## src/rtl/pulse_interval_capture.sv

```systemverilog
// Measures clk cycles between rising edges of an async pulse; result visible 3 clks after the sampled rise.
// valid/ready output; an unaccepted result is overwritten by the next one and flagged via sticky overrun.
module pulse_interval_capture #(
  parameter int Width   = 16,
  parameter int Timeout = 50000
) (
  input  logic             clk,
  input  logic             reset,
  input  logic             en,
  input  logic             pulse_in,
  output logic [Width-1:0] period,
  output logic             valid,
  input  logic             ready,
  output logic             timeout,
  output logic             overrun
);

  typedef enum logic [1:0] {IDLE, ARM, MEASURE} state_t;

  localparam logic [Width-1:0] TimeoutVal = Width'(Timeout);
  localparam logic [Width-1:0] One        = Width'(1);

  state_t           state, state_d;
  logic             s1_q, s2_q, s3_q;
  logic [Width-1:0] cnt_q, cnt_d;
  logic [Width-1:0] period_q, period_d;
  logic             valid_q, valid_d;
  logic             timeout_q, timeout_d;
  logic             overrun_q, overrun_d;
  logic             edge_det;
  logic             new_res;
  logic [Width-1:0] res_val;

  // s1/s2 form the synchronizer; s3 only exists to detect the rising edge of s2
  assign edge_det = s2_q & ~s3_q;

  always_comb begin
    state_d   = state;
    cnt_d     = cnt_q;
    period_d  = period_q;
    valid_d   = valid_q;
    timeout_d = timeout_q;
    overrun_d = overrun_q;
    new_res   = 1'b0;
    res_val   = '0;
    if (!en) begin
      state_d   = IDLE;
      cnt_d     = '0;
      valid_d   = 1'b0;
      timeout_d = 1'b0;
      overrun_d = 1'b0;
    end else begin
      case (state)
        IDLE: begin
          cnt_d   = '0;
          state_d = ARM;
        end
        ARM: begin
          if (edge_det) begin
            cnt_d     = One;
            timeout_d = 1'b0;
            state_d   = MEASURE;
          end
        end
        MEASURE: begin
          if (edge_det) begin
            new_res   = 1'b1;
            res_val   = cnt_q;
            cnt_d     = One;
            timeout_d = 1'b0;
          end else if (cnt_q == TimeoutVal) begin
            // period 0 signals a stalled source
            new_res   = 1'b1;
            res_val   = '0;
            timeout_d = 1'b1;
            cnt_d     = '0;
            state_d   = ARM;
          end else begin
            cnt_d = cnt_q + One;
          end
        end
        default: state_d = IDLE;
      endcase
      if (new_res) begin
        period_d = res_val;
        valid_d  = 1'b1;
        if (valid_q && !ready) overrun_d = 1'b1;
      end else if (valid_q && ready) begin
        valid_d = 1'b0;
      end
    end
  end

  always_ff @(posedge clk) begin
    if (!reset) begin
      state     <= IDLE;
      s1_q      <= 1'b0;
      s2_q      <= 1'b0;
      s3_q      <= 1'b0;
      cnt_q     <= '0;
      period_q  <= '0;
      valid_q   <= 1'b0;
      timeout_q <= 1'b0;
      overrun_q <= 1'b0;
    end else begin
      state     <= state_d;
      s1_q      <= pulse_in;
      s2_q      <= s1_q;
      s3_q      <= s2_q;
      cnt_q     <= cnt_d;
      period_q  <= period_d;
      valid_q   <= valid_d;
      timeout_q <= timeout_d;
      overrun_q <= overrun_d;
    end
  end

  assign period  = period_q;
  assign valid   = valid_q;
  assign timeout = timeout_q;
  assign overrun = overrun_q;

endmodule

```

## config.mk

```make
export PLATFORM = sky130hd
export DESIGN_NAME = pulse_interval_capture
export DESIGN_NICKNAME = d
export VERILOG_FILES = /design/src/rtl/pulse_interval_capture.sv
export SDC_FILE = /design/constraint.sdc
export NUM_CORES = 1
export LEC_CHECK = 0
export CAP_MARGIN = 20
export CORE_UTILIZATION = 39
export CTS_BUF_LIST = sky130_fd_sc_hd__clkbuf_4 sky130_fd_sc_hd__clkbuf_8
export CTS_CLUSTER_SIZE = 16
export DETAILED_ROUTE_END_ITERATION = 10
export GPL_TIMING_DRIVEN = 0
export SYNTH_ARGS = -nofsm -noshare
export SYNTH_HDL_FRONTEND = slang
export SYNTH_SLANG_ARGS = --single-unit
export TNS_END_PERCENT = 30
```

## constraint.sdc

```tcl
create_clock -name clk -period 2.3 [get_ports clk]
set_input_delay 0.46 -clock clk [delete_from_list [all_inputs] [get_ports clk]]
set_output_delay 0.46 -clock clk [all_outputs]
set_load 0.03 [all_outputs]
```

# Word level (Yosys, flattened, before mapping)
# Cells that the tools add are included.
classes:
  n_eq_ne: 7
  addsub: 1
  bitwise_logic: 2
  n_reduce_logical: 13
  muxes: 20
op_table:
  columns: ["operator", "count"]
  rows:
  - ["$mux W16", 5]
  - ["$pmux W16 S3", 1]
  - ["$add A16 B1 Y16 const B", 1]
  - ["$eq A16 B16 Y1 const B", 1]
  - ["$mux W1", 9]
  - ["$reduce_and A2 Y1", 4]
  - ["$mux W2", 3]
  - ["$ne A2 B2 Y1 const B", 3]
  - ["$pmux W2 S3", 1]
  - ["$reduce_and A3 Y1", 2]
  - ["$reduce_bool A2 Y1", 2]
  - ["$ne A3 B3 Y1 const B", 1]
  - ["$reduce_bool A3 Y1", 1]
  - ["$eq A2 B1 Y1 const B", 1]
  - ["$eq A2 B2 Y1 const B", 1]
  - ["$logic_and A1 B1 Y1", 2]
  - ["$logic_not A2 Y1", 1]
  - ["$pmux W1 S2", 1]
  - ["$and A1 B1 Y1", 1]
  - ["$logic_not A1 Y1", 1]
  - ["$not A1 Y1", 1]
word_totals:
  output_inout_bits: 19
  input_bits: 5
  wordCells: 52
  register_bits: 40

# Logic depth before layout (Yosys ltp)
logic_depth:
  ltp_word: 6
  depth_mapped: 8
  ltp_nobuf: 7

# Worst setup path before layout
# Ideal clock, no wire load.
synth_path:
  path_kind: "register -> register"
  from: "reg cnt_q[3]"
  to: "reg period_q[10] (netlist: period[10])"
  n_path_buf: 2
  setup_time_ps: 119
  arrival_ps: 1880
  slack_ps: 302
  period_less_slack_ps: 1998
  required_time_ps: 2181
  path_stages_with_launch: 8
  cell_sequence: "dfxtp_1 > buf_6 > or4b_4 > nor4_4 > o211ai_1 > buf_2 > a22oi_1 > nor2b_1"
synth_between:
  elab_chain_cells: 6
synth_lines:
  columns: ["item", "line", "rtl"]
  rows:
  - ["start: declaration", "25", "logic [Width-1:0] cnt_q, cnt_d;"]
  - ["start signal: assignment", "110", "cnt_q <= cnt_d;"]
  - ["$eq A16 B16 Y1", "71", "end else if (cnt_q == TimeoutVal) begin"]
  - ["$mux W1", "71", null]
  - ["$mux W1", "66", "if (edge_det) begin"]
  - ["$mux W1", "53", "case (state)"]
  - ["$mux W1", "46", "if (!en) begin"]
  - ["$reduce_and A2 Y1 (no line)", null, null]
  - ["end signal: assignment", "111", "period_q <= period_d;"]
  - ["end: declaration", "26", "logic [Width-1:0] period_q, period_d;"]
# No other way between the ends. The select of a mux whose other input is x is not followed.
# A chain may end at the register's enable or synchronous reset.

# Worst setup path after layout
layout_path:
  from: "reg state[1]"
  to: "reg cnt_q[6]"
layout_between:
  elab_chain_cells: 3
  elab_cells_between_ends: 7
  cone_classes: "eq/ne (3); mux (1); reduce/logical (3)"
layout_lines:
  columns: ["item", "line", "rtl"]
  rows:
  - ["start: declaration", "23", "state_t state, state_d;"]
  - ["start signal: assignment", "106", "state <= state_d;"]
  - ["$eq A2 B1 Y1, or another cell as far along", "53", null]
  - ["$ne A2 B2 Y1 (no line) or $reduce_bool A3 Y1 (tied branches)", null, null]
  - ["$reduce_and A2 Y1 (no line)", null, null]
# Parallel ways exist; a longest one is shown, timed or not.

==> metrics <==
outcome complete, no violations; count of final max-slew check failures 0; Final setup viols 0; fillers 475; Skew-Pair Late Insertion Delay 0.29 ns; Max Cap Violations 0; WS Path Type register to register; slowest CP cell or4_1; root buf cell clkbuf_8; die width 72.04 um; slew of the pin with the lowest slew margin 0.6608 ns; drt pass-1 iters 4; die height 72.04 um; initial DRC count 139; worst path bufs/invs 2; final net count 260; ratio of cells with drive above 1 in the final layout 10.80%; Final Hold Fails 0; post-synthesis net count 229; Sink Count 40; top cells by count, synth dfxtp_1 (40), nand2_1 (18), nor2b_1 (17); Final WS setup 0.06660 ns; Ys Warns 0; post-place setup slack -0.2925 ns; initial antenna violation count 0; placed cell areas 2227 sq um; CTS Buf Count 5; Gate Count Post-Synth 218; cell family with most CP delay simple AND/OR/NAND/NOR gates; Worst setup SP type register; Hold Crit Class register to register; Critical Path RT 2.52 ns; Setup Skew 0.002602 ns; wire per inst 14.58 um; Routed WL 4.623 mm; first-pass GRT wire length 7.431 mm; CTS tree built; RSZ-0062 raised after global routing true; fin crit share 97.10%; Synth top area share 41.86%; final instance area 2381 sq um; critical path fanouts, max 10; Netlist cell types 44; Routed Antenna Nets 0; cell with the most instances after synthesis dfxtp_1; top_reg_cell synth dfxtp_1; vias in the first global route 1536; Synth Register Bits 40; Port-buffer cells 23; Tmin final 2.233 ns; number of flops mapped to enable cells by yosys 0; Die ar. 5190 sq um; Arr. time, crit path 2.45 ns; slowest stage delay, CP 0.53 ns; Util after Layout 50.41%; Routability Congestion 0.7824; CTS max path bufs 2; VDD IR max 0.2412 mV; Overflow after GRT 0; Peak Freq 0.4477 GHz; Hold Buf Count CTS 0; row cnt 25; WHS 0.4358 ns; post-synthesis sequential area ratio 41.86%; gr usage total 18.72%; DP HPWL 3.110 mm; synth top area cells dfxtp_1 (42%), a22oi_1 (6.3%), nor2b_1 (5.6%); initial core utilization 40.50%; Max-slew headroom 55.83%; largest area contributor in the netlist dfxtp_1; vias per cell 5.353; Mean Syn Cell Area 8.776 sq um; H-Tree Level Count 2; DRC 0; fraction of registers with async set/reset 0%; # diodes 0; Reg clk slew, reported paths 0.07 ns; largest net degree at the start of global routing 12; P per Cell Area 529.6 nW/um^2; # IOs 24; Static Leak 0.7480 nW; synthesized area 1913 sq um; flop2flop setup slack 0.07 ns; CP endpoint kind register; Sum Neg Setup Slack 0 ns; Via Count 1697; Placeable Area 4723 sq um; Area Growth Syn to Fin 24.46%; critical-path cell list inv_1, ha_1, clkbuf_1, nor4_4, nand3b_1, or4_1, a31oi_1
-- layout by cell type (no fill, tap or decap), types with 2 or more instances in the layout --
master           count
nand3b_1             4
and2_1               3
o21ai_1              2
nand2_1             18
ha_1                 6
o211ai_1             3
buf_4                2
nand3_1             10
o31ai_1              2
nor2_1              11
inv_1                5
clkbuf_4             3
clkdlybuf4s50_1     23
and3_1               4
nand2b_1             3
a41oi_1              2
xor2_1               2
a22oi_1             16
nor2b_1             16
dfxtp_1             38
nor4_4               2
clkbuf_1            10
nand4_1              6
a31oi_1             10
nor3b_2              2
or3_1                2
nor3_1               2
a21oi_1             10
buf_6                2
o21ai_0              3
dfxtp_2              2
clkbuf_8             6
-- flip-flops by register name, summed over array words and instances (netlist names) --
register and cells:
cnt_q 16, overrun 1, period 16, s1_q 1, s2_q 1, s3_q 1
state 2, timeout 1, valid 1
-- timing repair --
action | 4_1_cts | 5_1_grt
pin swaps | 0 | 3
gates resized for setup | 3 | 10
buffers inserted | 0 | 1
endpoints found under the setup margin | 14 | 23
-- power breakdown --
part / internal (mW) / switching (mW) / total, mW
clock: 0.268 / 0.238 / 0.506
sequential: 0.695 / 0.00207 / 0.697
combinational: 0.0234 / 0.0341 / 0.0575
total: 0.987 / 0.274 / 1.26
-- worst register-to-register path, stage by stage, from the launching register on --
cell	delay, ns
dfxtp_1	0.40
inv_1	0.08
ha_1	0.18
clkbuf_1	0.24
nor4_4	0.36
nand3b_1	0.21
or4_1	0.53
a31oi_1	0.16
-- cells by family (layout without fill, tap and decap cells) --
logic type	after synthesis	in the layout	share of synthesized area, %
buffers and inverters	20	52	4.905
adders and majority gates	6	6	3.924
AOI/OAI and AO/OA	56	56	19.69
xor gates and xnor gates	2	2	0.9158
and+or+nand+nor	93	93	28.19
muxes	1	1	0.5232
DFF	40	40	41.86
-- worst paths after layout --
| check | start | to | cells past startpoint |
|---|---|---|---|
| max | state[1] | cnt_q[6] | 7 |
| min | s1_q | s2_q | 1 |
| max reg2reg | state[1] | cnt_q[6] | 7 |
| min reg2reg | s1_q | s2_q | 1 |
-- per-layer routing --
metal,track usage (%),vias up,part of all wire [%]
li1,-,860,-
met5,0,-,0
met2,27.46,47,44
met3,5.694,2,5.2
met1,25.83,788,50
met4,7.190,0,0.58
-- stage by stage --
step / power, mW / instances
floorplan: 0.7488 / 218
global placement: 0.7678 / 308
detailed placement: 0.7685 / 308
CTS: 1.277 / 316
global route: 1.317 / 317
finish: 1.261 / 317
-- area by class of cell --
class / instances / area, sq um / share of cell area (%)
multi-input cells: 158 / 1060 / 44.51
flip-flops and latches: 40 / 803.3 / 33.74
repair buffers: 24 / 237.7 / 9.984
clock buffers: 8 / 97.59 / 4.099
well taps: 67 / 83.83 / 3.521
plain buffers: 15 / 80.08 / 3.363
inverters: 5 / 18.77 / 0.7882
Power figures use the tool's default switching activity.
